### src/rtl/prog_delay_line_pkg.sv
// Shared sizing and clamp helpers for the programmable delay line.
package prog_delay_line_pkg;

   function automatic int clog2(input int v);
      int r;
      int x;
      r = 0;
      x = v - 1;
      while (x > 0) begin
         r++;
         x = x >> 1;
      end
      return r;
   endfunction

   // Width of delay_cfg / delay_act: must hold MAX_DELAY itself.
   function automatic int dw_of(input int max_delay);
      return clog2(max_delay + 1);
   endfunction

   function automatic int ptr_w(input int max_delay);
      return (max_delay > 1) ? clog2(max_delay) : 1;
   endfunction

   function automatic int clamp_delay(input int cfg, input int max_delay);
      if (cfg == 0)
         return 1;
      else if (cfg > max_delay)
         return max_delay;
      else
         return cfg;
   endfunction

endpackage

### src/rtl/prog_delay_line_if.sv
// Sample/config bus of the delay line; master drives samples and config, slave returns delayed data.
interface prog_delay_line_if
   import prog_delay_line_pkg::*;
#(
   parameter int IN_W     = 10,
   parameter int OUT_W    = 16,
   parameter int CHANNELS = 2,
   parameter int DW       = dw_of(32)
);
   logic                      vld_in;
   logic [CHANNELS*IN_W-1:0]  din;
   logic [DW-1:0]             delay_cfg;
   logic                      cfg_load;
   logic [CHANNELS*OUT_W-1:0] dout;
   logic                      vld_out;
   logic                      primed;
   logic [DW-1:0]             delay_act;

   modport master (
      output vld_in, din, delay_cfg, cfg_load,
      input  dout, vld_out, primed, delay_act
   );

   modport slave (
      input  vld_in, din, delay_cfg, cfg_load,
      output dout, vld_out, primed, delay_act
   );
endinterface

### src/rtl/prog_delay_lane.sv
// One lane: sign-extend, circular history buffer, registered delayed output.
module prog_delay_lane
   import prog_delay_line_pkg::*;
#(
   parameter int IN_W      = 10,
   parameter int OUT_W     = 16,
   parameter int MAX_DELAY = 32,
   parameter int PW        = ptr_w(32)
) (
   input  logic             clk,
   input  logic             reset_n,
   input  logic             i_flush,
   input  logic             i_wr_en,
   input  logic             i_bypass,
   input  logic [PW-1:0]    i_wr_ptr,
   input  logic [PW-1:0]    i_rd_idx,
   input  logic [IN_W-1:0]  i_din,
   output logic [OUT_W-1:0] o_dout
);
   logic [OUT_W-1:0] r_mem [MAX_DELAY];
   logic [OUT_W-1:0] r_dout;
   logic [OUT_W-1:0] w_ext;

   assign w_ext  = OUT_W'($signed(i_din));
   assign o_dout = r_dout;

   // A flush zeroes history first; a coincident write then lands in the cleared buffer.
   always_ff @(posedge clk) begin
      if (!reset_n) begin
         for (int i = 0; i < MAX_DELAY; i++) r_mem[i] <= '0;
         r_dout <= '0;
      end else begin
         if (i_flush) begin
            for (int i = 0; i < MAX_DELAY; i++) r_mem[i] <= '0;
         end
         if (i_wr_en) begin
            r_mem[i_wr_ptr] <= w_ext;
            r_dout <= i_bypass ? w_ext : (i_flush ? '0 : r_mem[i_rd_idx]);
         end else if (i_flush) begin
            r_dout <= '0;
         end
      end
   end
endmodule

### src/rtl/prog_delay_line.sv
// Multi-lane programmable delay line: shared pointer, fill counter and delay control.
// One accept per clock, no backpressure; dout updates at the accepting edge.
module prog_delay_line
   import prog_delay_line_pkg::*;
#(
   parameter int IN_W          = 10,
   parameter int OUT_W         = 16,
   parameter int CHANNELS      = 2,
   parameter int MAX_DELAY     = 32,
   parameter int DEFAULT_DELAY = 17
) (
   input  logic            clk,
   input  logic            reset_n,
   prog_delay_line_if.slave bus
);
   localparam int DW = dw_of(MAX_DELAY);
   localparam int PW = ptr_w(MAX_DELAY);

   if (IN_W > OUT_W) begin : g_bad_width
      $error("prog_delay_line: IN_W must not exceed OUT_W");
   end
   if (MAX_DELAY < 1) begin : g_bad_max
      $error("prog_delay_line: MAX_DELAY must be at least 1");
   end
   if (DEFAULT_DELAY < 1 || DEFAULT_DELAY > MAX_DELAY) begin : g_bad_default
      $error("prog_delay_line: DEFAULT_DELAY out of range");
   end

   logic [PW-1:0]             r_wr_ptr;
   logic [DW-1:0]             r_count;
   logic [DW-1:0]             r_delay;
   logic                      r_primed;
   logic                      r_vld_out;

   logic [DW-1:0]             w_delay_nxt;
   logic [DW-1:0]             w_count_base;
   logic [DW-1:0]             w_count_nxt;
   logic                      w_primed_nxt;
   logic [PW-1:0]             w_ptr_nxt;
   logic [PW-1:0]             w_rd_idx;
   logic                      w_bypass;
   int                        w_rd_sum;
   logic [CHANNELS*OUT_W-1:0] w_dout;

   always_comb begin
      w_delay_nxt  = bus.cfg_load ? DW'(clamp_delay(int'(bus.delay_cfg), MAX_DELAY)) : r_delay;
      w_count_base = bus.cfg_load ? '0 : r_count;
      w_count_nxt  = w_count_base;
      if (bus.vld_in && (int'(w_count_base) < MAX_DELAY))
         w_count_nxt = w_count_base + DW'(1);
      w_primed_nxt = (w_count_nxt >= w_delay_nxt);

      w_ptr_nxt = (int'(r_wr_ptr) == MAX_DELAY - 1) ? '0 : r_wr_ptr + PW'(1);

      // Read slot holds the sample written D-1 accepts ago; the +MAX_DELAY keeps the sum positive.
      w_rd_sum = int'(r_wr_ptr) + MAX_DELAY + 1 - int'(w_delay_nxt);
      if (w_rd_sum >= MAX_DELAY)
         w_rd_sum = w_rd_sum - MAX_DELAY;
      w_rd_idx = PW'(w_rd_sum);
      w_bypass = (w_delay_nxt == DW'(1));
   end

   always_ff @(posedge clk) begin
      if (!reset_n) begin
         r_wr_ptr  <= '0;
         r_count   <= '0;
         r_delay   <= DW'(DEFAULT_DELAY);
         r_primed  <= 1'b0;
         r_vld_out <= 1'b0;
      end else begin
         r_delay   <= w_delay_nxt;
         r_count   <= w_count_nxt;
         r_primed  <= w_primed_nxt;
         r_vld_out <= bus.vld_in && w_primed_nxt;
         if (bus.vld_in)
            r_wr_ptr <= w_ptr_nxt;
      end
   end

   for (genvar k = 0; k < CHANNELS; k++) begin : g_lane
      prog_delay_lane #(
         .IN_W      (IN_W),
         .OUT_W     (OUT_W),
         .MAX_DELAY (MAX_DELAY),
         .PW        (PW)
      ) u_lane (
         .clk      (clk),
         .reset_n  (reset_n),
         .i_flush  (bus.cfg_load),
         .i_wr_en  (bus.vld_in),
         .i_bypass (w_bypass),
         .i_wr_ptr (r_wr_ptr),
         .i_rd_idx (w_rd_idx),
         .i_din    (bus.din[k*IN_W +: IN_W]),
         .o_dout   (w_dout[k*OUT_W +: OUT_W])
      );
   end

   assign bus.dout      = w_dout;
   assign bus.vld_out   = r_vld_out;
   assign bus.primed    = r_primed;
   assign bus.delay_act = r_delay;
endmodule

### src/flat_wrapper.sv
// flat-port wrapper written by rule: the top's interface ports become plain ports
module prog_delay_line_flat import prog_delay_line_pkg::*;
#(
   parameter int IN_W          = 10,
   parameter int OUT_W         = 16,
   parameter int CHANNELS      = 2,
   parameter int MAX_DELAY     = 32,
   parameter int DEFAULT_DELAY = 17
)
  (clk, reset_n, bus_vld_in, bus_din, bus_delay_cfg, bus_cfg_load, bus_dout, bus_vld_out, bus_primed, bus_delay_act);
  prog_delay_line_if #(.IN_W(IN_W), .OUT_W(OUT_W), .CHANNELS(CHANNELS), .DW((dw_of((32))))) bus_i ();
  input  logic clk;
  input  logic reset_n;
  input wire logic [$bits(bus_i.vld_in)-1:0] bus_vld_in;
  input wire logic [$bits(bus_i.din)-1:0] bus_din;
  input wire logic [$bits(bus_i.delay_cfg)-1:0] bus_delay_cfg;
  input wire logic [$bits(bus_i.cfg_load)-1:0] bus_cfg_load;
  output wire logic [$bits(bus_i.dout)-1:0] bus_dout;
  output wire logic [$bits(bus_i.vld_out)-1:0] bus_vld_out;
  output wire logic [$bits(bus_i.primed)-1:0] bus_primed;
  output wire logic [$bits(bus_i.delay_act)-1:0] bus_delay_act;
  assign bus_i.vld_in = bus_vld_in;
  assign bus_i.din = bus_din;
  assign bus_i.delay_cfg = bus_delay_cfg;
  assign bus_i.cfg_load = bus_cfg_load;
  assign bus_dout = bus_i.dout;
  assign bus_vld_out = bus_i.vld_out;
  assign bus_primed = bus_i.primed;
  assign bus_delay_act = bus_i.delay_act;
  prog_delay_line #(.IN_W(IN_W), .OUT_W(OUT_W), .CHANNELS(CHANNELS), .MAX_DELAY(MAX_DELAY), .DEFAULT_DELAY(DEFAULT_DELAY)) u_core (.clk(clk), .reset_n(reset_n), .bus(bus_i));
endmodule
### config.mk
export PLATFORM = sky130hd
export DESIGN_NAME = prog_delay_line_flat
export DESIGN_NICKNAME = d
export VERILOG_FILES = /design/src/rtl/prog_delay_line_pkg.sv /design/src/rtl/prog_delay_line_if.sv /design/src/rtl/prog_delay_lane.sv /design/src/rtl/prog_delay_line.sv /design/src/flat_wrapper.sv
export SDC_FILE = /design/constraint.sdc
export NUM_CORES = 1
export LEC_CHECK = 0
export ABC_CLOCK_PERIOD_IN_PS = 4450
export CAP_MARGIN = 5
export CORE_MARGIN = 4
export CORE_UTILIZATION = 45
export CTS_CLUSTER_DIAMETER = 40
export DETAILED_ROUTE_END_ITERATION = 16
export GPL_ROUTABILITY_DRIVEN = 1
export PLACE_DENSITY = 0.66
export SKIP_LAST_GASP = 1
export SLEW_MARGIN = 0
export SYNTH_ARGS = -nofsm -noshare
export SYNTH_HDL_FRONTEND = slang
export SYNTH_SLANG_ARGS = --single-unit
### constraint.sdc
create_clock -name clk -period 4.45 [get_ports clk]
set_input_delay 0.89 -clock clk [delete_from_list [all_inputs] [get_ports clk]]
set_output_delay 0.89 -clock clk [all_outputs]
set_load 0.02 [all_outputs]
# Word level (Yosys, flattened, before mapping)
# Memories as Yosys holds them, arrays and structs flattened.
# Cells that the tools add are included.
[op_classes]
add_sub_neg = 6
n_eq_ne = 2
reduce_logical = 4
muxes = 85
n_lt_le_gt_ge = 4
bitwise = 64
[ops]
columns = ["operator", "count"]
rows = [
  ["16-bit two-way mux", 71],
  ["1-bit bitwise OR", 64],
  ["32-bit by 2-bit adder with 32-bit output (second input constant)", 1],
  ["32-bit by 7-bit greater-or-equal comparator with 1-bit output (second input constant)", 1],
  ["32-bit by 7-bit subtractor with 32-bit output", 1],
  ["6-bit two-way mux", 5],
  ["5-bit two-way mux", 2],
  ["5-bit by 6-bit adder with 7-bit output (second input constant)", 1],
  ["1-bit two-way mux", 7],
  ["6-bit by 1-bit adder with 6-bit output (second input constant)", 1],
  ["6-bit by 1-bit == test with 1-bit output (second input constant)", 1],
  ["6-bit greater-or-equal comparator", 1],
  ["6-bit > comparator (second input constant)", 1],
  ["6-bit zero test", 1],
  ["6-bit < comparator (second input constant)", 1],
  ["5-bit by 1-bit adder with 5-bit output (second input constant)", 1],
  ["5-bit by 1-bit == test with 1-bit output (second input constant)", 1],
  ["5-bit by 1-bit subtractor with 5-bit output (second input constant)", 1],
  ["1-bit logical AND", 2],
  ["2-bit nonzero test", 1],
]
[word_totals]
in_bits = 30
mem_count = 2
wordCells = 174
out_inout_bits = 40
ramBits = 1024
reg_bits = 51
[memory_table]
columns = ["name", "depth", "width", "rd", "rd_clocked_by_memory_dff", "wr", "line", "source"]
rows = [
  ["u_core.g_lane[0].u_lane.r_mem", 32, 16, 1, 0, 33, "prog_delay_lane.sv:20", "logic [OUT_W-1:0] r_mem [MAX_DELAY];"],
  ["u_core.g_lane[1].u_lane.r_mem", 32, 16, 1, 0, 33, "prog_delay_lane.sv:20", ""],
]

# Longest topological paths before layout
# Gate-level depths: netlist of run 1.
# An unclocked memory read counts as a cell.
[logic_depth]
word_depth = 11
depth_mapped = 16
ltp_nobuf = 14

# By module
# A second synthesis of run 1 with hierarchy kept.
[hier_totals]
hier_cells = 2414
hier_area_um2 = 32301.0
[modules_own_cells]
columns = ["module", "cells_per_inst", "n_inst", "seq_area_each_um2", "area_each_um2"]
rows = [
  ["prog_delay_lane", 1139, 2, 9809.4, 15556.2],
  ["prog_delay_line", 136, 1, 380.4, 1188.6],
]

# Worst setup path after synthesis of run 1
# No wires, ideal clock.
[synth_timing]
path_kind = "in2reg"
start = "in bus_cfg_load"
end = "reg u_core.g_lane[0].u_lane.r_dout[0]"
setup_time_ns = 0.122
setup_slack_ns = 0.724
cell_stages = 16
t_required_ns = 4.328
path_buffers = 2
arrival_time_ns = 3.604
cell_sequence = "inv_2 nor2_1 a22oi_1 inv_1 ha_1 inv_1 ha_1 fa_1 xor2_1 and2_1 clkbuf_1 clkbuf_1 a22o_1 nor3_1 a211oi_1 a221o_1"
[synth_between]
elab_chain_cells = 8
elab_cells_between_ends = 11
classes_between = "add/sub: 2; order compare: 1; eq/ne: 1; mux: 5; reduce/logical: 1; memory: 1"
[synth_lines]
columns = ["item", "line", "source"]
rows = [
  ["start, declared", "flat_wrapper.sv:17", "input wire logic [$bits(bus_i.cfg_load)-1:0] bus_cfg_load;"],
  ["6-bit two-way mux *", "prog_delay_line.sv:46", "w_delay_nxt = bus.cfg_load ? DW'(clamp_delay(int'(bus.delay_cfg), MAX_DELAY)) : r_delay;"],
  ["named net u_core.w_delay_nxt[1]", "prog_delay_line.sv:35", "logic [DW-1:0] w_delay_nxt;"],
  ["32-bit by 7-bit subtractor with 32-bit output", "prog_delay_line.sv:56", "w_rd_sum = int'(r_wr_ptr) + MAX_DELAY + 1 - int'(w_delay_nxt);"],
  ["32-bit by 7-bit greater-or-equal comparator with 1-bit output or 5-bit by 1-bit subtractor with 5-bit output (tied branches)", "prog_delay_line.sv:57, prog_delay_line.sv:58", ""],
  ["5-bit two-way mux", "prog_delay_line.sv:57", "if (w_rd_sum >= MAX_DELAY)"],
  ["memory 32 x 16 bit", "n/a", ""],
  ["16-bit two-way mux", "prog_delay_lane.sv:38", "r_dout <= i_bypass ? w_ext : (i_flush ? '0 : r_mem[i_rd_idx]);"],
  ["16-bit two-way mux *", "prog_delay_lane.sv:38", ""],
  ["16-bit two-way mux *", "prog_delay_lane.sv:36", "if (i_wr_en) begin"],
  ["end signal, assigned", "prog_delay_lane.sv:38", ""],
  ["end, declared", "prog_delay_lane.sv:21", "logic [OUT_W-1:0] r_dout;"],
]
# The timed path passes the listed nets; every way through them passes the cells marked *.
# A chain may end at the register's enable or synchronous reset.

# Final worst setup path of run 1
[layout_timing]
start = "in bus_cfg_load"
end = "reg u_core.g_lane[0].u_lane.r_dout[4]"
# The elaborated chain is that of the path after synthesis.

==> results of run 1 <==
[flip-flops by register name, summed over array words and instances, names as in the netlist]
name                         count
u_core.bus.vld_out               1
u_core.bus.primed                1
u_core.r_count                   6
u_core.g_lane.u_lane.o_dout     20
u_core.r_wr_ptr                  5
u_core.bus.delay_act             6
u_core.g_lane.u_lane.r_mem     640
[kinds of logic (layout without fill, tap and decap cells)]
group | after synthesis | after routing
flops | 679 | 679
fa+ha+maj | 20 | 20
simple gates | 767 | 767
other cells | 0 | 2
buf+inv | 226 | 403
compound gates | 177 | 177
mux | 164 | 164
xor+xnor | 5 | 5
[area by class of cell]
cell class                 count  area share (%)
multi-input combinational   1133            27.4
inverter                      10           0.102
clock inverter                69            2.64
tap                          873            2.96
sequential                   679            54.2
antenna                        2          0.0136
timing repair buffer         209            5.55
clock buffer                 115            7.08
[cell usage in the layout (no fill, tap or decap), types with 4 or more instances in the layout]
master,count
clkdlybuf4s50_1,65
o21ai_2,32
buf_4,114
clkbuf_1,11
a211oi_1,21
nand2_1,15
buf_12,26
a21o_1,4
ha_1,17
buf_2,4
a221oi_1,20
clkbuf_16,101
clkinv_2,11
dfxtp_1,39
inv_6,10
mux4_2,160
clkinvlp_4,8
inv_1,9
nand3b_1,4
nor2b_1,4
clkinv_1,9
nor3_1,23
a22o_1,60
bufinv_16,20
o21ai_0,6
clkinv_4,6
edfxtp_1,640
a221o_1,20
and2_1,646
nor2_1,57
[worst register-to-register path, stage by stage (launching register included)]
cell,delay [ns]
dfxtp_1,0.33
a22oi_1,0.27
inv_1,0.10
ha_1,0.29
inv_1,0.06
ha_4,0.16
fa_1,0.42
xor2_1,0.49
nor2_4,0.07
buf_12,0.19
a22o_1,0.24
nor3_1,0.38
a211oi_1,0.12
a221o_1,0.29
[how the worst max path moves through the flow]
stage                       startpoint                                 to  slack, ns  cells past startpoint
after floorplan           bus_cfg_load  u_core.g_lane[0].u_lane.o_dout[0]       0.72                     16
after global placement    bus_cfg_load  u_core.g_lane[0].u_lane.o_dout[4]      -0.03                     16
after detailed placement  bus_cfg_load  u_core.g_lane[0].u_lane.o_dout[4]      -0.14                     16
after CTS                 bus_cfg_load  u_core.g_lane[0].u_lane.o_dout[4]       0.55                     16
after global routing      bus_cfg_load  u_core.g_lane[0].u_lane.o_dout[4]       0.31                     16
final                     bus_cfg_load  u_core.g_lane[0].u_lane.o_dout[4]       0.44                     16
[per-layer routing]
layer,up-vias,global-route usage [%],wire length (microns)
met5,-,0,0
met4,0,6.69,2300
met2,839,36.6,40000
met1,9290,33.5,35500
met3,138,5.72,8830
li1,7780,-,-
[metrics by stage]
step                hold slack, ns  total power [uW]  setup TNS [ns]
floorplan                    0.542              8660               0
global placement             0.526              9610         -0.0299
detailed placement           0.517              9640          -0.477
CTS                          0.530             17900               0
global route                 0.551             18400               0
finish                       0.551             17800               0
[power groups by stage]
stage / clock network, uW / registers [uW] / logic, uW
6_report: 8320 / 7340 / 2180
5_1_grt: 8730 / 7360 / 2260
2_1_floorplan: 0 / 7460 / 1200
3_5_place_dp: 0 / 7470 / 2170
3_3_place_gp: 0 / 7450 / 2160
4_1_cts: 8420 / 7340 / 2170
==> flow_summary.json, run 1 <==
{
  "hpwl_microns": 54300,
  "power.share.switching_pct": 24.1,
  "clk_path_buf_depth": 3,
  "grt_usage_pct": 23.6,
  "cp.arrival_ns": 4.55,
  "cts_setup_buffers": 0,
  "clock-root-buffer": "clkbuf_16",
  "max_stage_delay_ns": 0.49,
  "cts.sinks": 679,
  "seqCellArea_sq_um": 20000,
  "p_clk_share_pct": 46.6,
  "p_leak_uw": 0.0140,
  "crit_path_end_kind": "register",
  "grt_pass1_wl_microns": 126000,
  "grt_setup_unrepaired": "false",
  "p_sw_uw": 4300,
  "setup_viol": 0,
  "comb_power_share_pct": 12.2,
  "initial_core_util_pct": 45.7,
  "synthTopCellsByArea": "edfxtp_1 62%, and2_1 13%, mux4_2 12%",
  "nFillCells": 5316,
  "cp_top_family": "buffers and inverters",
  "final_cells": 3090,
  "sequentialPowerShare_pct": 41.2,
  "fin_skew_ns": 0.0530,
  "seq_area_frac_synth_pct": 64.6,
  "synth_commonest_cells": "646 x and2_1, 640 x edfxtp_1, 174 x clkbuf_1, 160 x mux4_2",
  "antenna_found_initial": 1,
  "final_area_sq_um": 36900,
  "critPathRequiredTime_ns": 4.98,
  "dieArea_sq_um": 73000,
  "synthesis.area_sq_um": 30900,
  "syn_avg_cell_area_sq_um": 15.2,
  "synth-async-reset-ratio_pct": 0,
  "synth.most_common_cell": "and2_1",
  "drc_errors": 0,
  "final_util_pct": 54.5,
  "holdPathStages": 1,
  "area_growth_pct": 19.2,
  "synth_xor_area_share_pct": 0.186,
  "drtAntennaViolNets": 0,
  "cp_num_buf_inv": 5,
  "finalHoldViolations": 0,
  "ctsHoldBuffers": 0,
  "criticalPathCategory": "in2reg",
  "p_int_uw": 13500,
  "ys_ff_latch": 679,
  "crit_fanout": 40,
  "grt_max_degree": 41,
  "grt_overflow": 0,
  "rr_endpoint": "u_core.g_lane[0].u_lane.o_dout[4]",
  "period_share_pct": 90.1,
  "dr.pass1.iters": 6,
  "wirelength_microns": 86600,
  "layout-drive-gt1-share_pct": 23.0,
  "placedInstanceArea_sq_um": 33300,
  "multi_input_area_sq_um": 10100,
  "nets": 2181,
  "cp_common_cell": "inv_1",
  "die-width_microns": 270,
  "syn-num-nets": 2088,
  "maxCapViolCount": 0,
  "max_slew_margin_pct": 11.5,
  "holdPathEnd": "u_core.g_lane[0].u_lane.o_dout[2]",
  "gp_congestion": 0.873,
  "core_sq_um": 67600,
  "hp-start": "u_core.g_lane[0].u_lane.o_dout[2]",
  "synth_ff_type": "edfxtp_1",
  "synth_top_area_share_pct": 62.1,
  "path_cells": "clkdlybuf4s50_1 -> inv_2 -> nor2_1 -> a22oi_1 -> inv_1 -> ha_1 -> inv_1 -> ha_4 -> fa_1 -> xor2_1 -> nor2_4 -> buf_12 -> a22o_1 -> nor3_1 -> a211oi_1 -> a221o_1",
  "dpl.cell_count": 2904,
  "setup_slack_ns": 0.439,
  "clock_latency_ns": 0.65,
  "reg2reg_depth": 13,
  "slew_viol_final": 0,
  "avgRoutedWirePerCell_microns": 28.0,
  "min_path_type": "reg2reg",
  "numCtsBuffers": 98,
  "r2r_setup_slack_ns": 0.95,
  "period_minus_slack_ns": 4.01,
  "vias": 18000,
  "status": "finished, final reports clean",
  "post_cts_resized": 0,
  "vias_per_cell": 5.84,
  "io_pins": 70,
  "synth_compound_area_share_pct": 4.48,
  "synth-simple-area-share_pct": 14.8,
  "r2r-start": "u_core.bus.delay_act[1]",
  "io_buffers": 69,
  "first_iter_violations": 2176,
  "fp-row-count": 95,
  "synth_top_family_by_area": "simple AND/OR/NAND/NOR gates",
  "synth.mux.area_fraction_pct": 11.8,
  "preCtsSetupSlack_ns": -0.136,
  "yosys.area.top_type": "edfxtp_1",
  "clkTransAtPathRegs_ns": 0.06,
  "grt_pass1_vias": 18200,
  "tightest_slew_ns": 1.32,
  "die-height_microns": 270,
  "synthCells": 2038,
  "power_density_nw_per_um2": 484,
  "ir_drop_mv": 0.270,
  "synthAdderAreaFrac_pct": 0.833,
  "cts_tree": "built",
  "h-tree-depth": 3,
  "fmax_mhz": 249,
  "ys_types": 48,
  "startpoint_type": "primary input",
  "slowest_stage": "xor2_1",
  "synth_warnings": 0,
  "synth_edf_count": 640
}
No activity file was read; power rests on OpenSTA's default activity.
==> run 2: changes to the inputs <==
- PLACE_DENSITY: 0.66 -> unset
==> flow_summary.json, run 2 (synthesized netlist as in run 1, its figures left out) <==
{
  "regMostFlops": "u_core.g_lane.u_lane.r_mem",
  "fmax_mhz": 236,
  "dieArea_sq_um": 73000,
  "cts_setup_buffers": 0,
  "setup_slack_ns": 0.205,
  "drc_errors": 0,
  "rr_endpoint": "u_core.g_lane[0].u_lane.o_dout[14]",
  "fin_skew_ns": 0.0264,
  "finalHoldViolations": 0,
  "dr.pass1.iters": 5,
  "grt_setup_unrepaired": "false",
  "vias_per_cell": 5.90,
  "grt_overflow": 0,
  "fp-row-count": 95,
  "grt_usage_pct": 24.4,
  "period_minus_slack_ns": 4.25,
  "status": "finished, final reports clean",
  "h-tree-depth": 3,
  "r2r-start": "u_core.bus.delay_act[1]",
  "slowest_stage": "and2_2",
  "cp_common_cell": "inv_1",
  "cts.sinks": 679,
  "preCtsSetupSlack_ns": -0.292,
  "path_cells": "clkdlybuf4s50_1 -> nor2_1 -> a22oi_1 -> inv_1 -> ha_1 -> inv_1 -> ha_4 -> fa_1 -> xor2_1 -> and2_2 -> a22o_1 -> nor3_1 -> a211oi_1 -> a221o_1",
  "antenna_found_initial": 4,
  "clkTransAtPathRegs_ns": 0.05,
  "gp_congestion": 0.925,
  "cts_tree": "built",
  "clock_latency_ns": 0.64,
  "max_stage_delay_ns": 0.79,
  "die-width_microns": 270,
  "tightest_slew_ns": 1.27,
  "period_share_pct": 95.4,
  "r2r_setup_slack_ns": 0.73,
  "io_buffers": 69,
  "startpoint_type": "primary input",
  "post_cts_resized": 0,
  "grt_max_degree": 51,
  "numCtsBuffers": 101,
  "io_pins": 70,
  "crit_fanout": 40,
  "clock-root-buffer": "clkbuf_16",
  "initial_core_util_pct": 45.7,
  "tns_ns": 0,
  "cp-endpoint": "u_core.g_lane[0].u_lane.o_dout[14]",
  "crit_path_end_kind": "register",
  "layout-drive-gt1-share_pct": 22.9,
  "power_density_nw_per_um2": 478,
  "wirelength_microns": 89800,
  "first_iter_violations": 1995,
  "cp.arrival_ns": 4.82,
  "slew_viol_final": 0,
  "final_cell_mix": "645 x and2_1, 640 x edfxtp_1, 160 x mux4_2",
  "clk_path_buf_depth": 3,
  "critPathRequiredTime_ns": 5.02,
  "ir_drop_mv": 0.241,
  "crit_path_start": "bus_delay_cfg[5]",
  "final_common_cell": "and2_1",
  "antenna_cells": 0,
  "p_leak_uw": 0.0139,
  "final_util_pct": 54.1,
  "vias": 18200,
  "area_growth_pct": 18.3,
  "min_path_type": "reg2reg",
  "grt_pass1_vias": 17900,
  "drtAntennaViolNets": 0,
  "holdWs_ns": 0.509,
  "core_sq_um": 67600,
  "maxCapViolCount": 0,
  "hpwl_microns": 57900,
  "largest_reg_flops": 640,
  "nFillCells": 5375,
  "setup_viol": 0,
  "max_slew_margin_pct": 15.0,
  "criticalPathCategory": "in2reg",
  "holdPathStages": 1,
  "die-height_microns": 270,
  "ctsHoldBuffers": 0,
  "grt_pass1_wl_microns": 130000,
  "reg2reg_depth": 12,
  "avgRoutedWirePerCell_microns": 29.1,
  "nets": 2181
}
-- run 2: cell count changes in the layout (fill, tap and decap cells not counted), sizes merged --
cell           previous run  this run
diode                     2         0
clkinv                   29        30
clkdlybuf4s50            65        69
clkbuf                  115       116
inv                      22        18
clkinvlp                  8        18
bufinv                   20        13
buf                     144       137
-- run 2: final cells by class --
cell class	count	area, sq um	area share (%)
Sequential cell	679	20000	54.7
Multi-Input combinational cell	1133	10100	27.6
Clock buffer	116	2640	7.21
Timing Repair Buffer	206	1930	5.28
Tap cell	873	1090	2.99
Clock inverter	69	774	2.12
Inverter	10	37.5	0.103
-- run 2: worst min-delay path by stage --
stage / from / end
after floorplan: u_core.r_count[4] / u_core.r_count[4]
after global placement: u_core.g_lane[1].u_lane.o_dout[6] / u_core.g_lane[1].u_lane.o_dout[6]
after detailed placement: u_core.g_lane[1].u_lane.o_dout[6] / u_core.g_lane[1].u_lane.o_dout[6]
after CTS: u_core.g_lane[1].u_lane.o_dout[6] / u_core.g_lane[1].u_lane.o_dout[6]
after global routing: u_core.g_lane[1].u_lane.o_dout[6] / u_core.g_lane[1].u_lane.o_dout[6]
final: u_core.g_lane[1].u_lane.o_dout[6] / u_core.g_lane[1].u_lane.o_dout[6]
-- run 2: metrics by stage --
step | std cells | total power (uW) | instance area [sq um]
final | 3086 | 17500 | 36600
after detailed placement | 2901 | 9620 | 33200
after CTS | 3086 | 17600 | 36600
after global routing | 3086 | 18000 | 36600
after global placement | 2901 | 9600 | 33200
after floorplan | 2038 | 8660 | 30900
-- run 2: per-layer routing --
metal	wire length, microns	up-vias	part of all wire [%]	GRT usage [%]
li1	-	7765	-	-
met1	36600	9440	41	33.6
met2	41400	828	46	37.7
met3	8200	157	9.1	5.95
met4	3540	2	3.9	9.70
met5	12	-	0.013	0
-- run 2: worst max-delay path, delay by kind of cell --
kind,cells,cell delay (ns)
fa+ha+maj,3,0.89
xor+xnor,1,0.48
simple gates,3,0.94
compound gates,4,0.90
buf+inv,3,0.71
-- run 2: power by group --
| group | total, uW | internal [uW] | leakage, uW | switching, uW |
|---|---|---|---|---|
| combinational | 2150 | 853 | 0.00481 | 1300 |
| clock | 7990 | 5020 | 0.00162 | 2970 |
| sequential | 7340 | 7250 | 0.00745 | 96.6 |
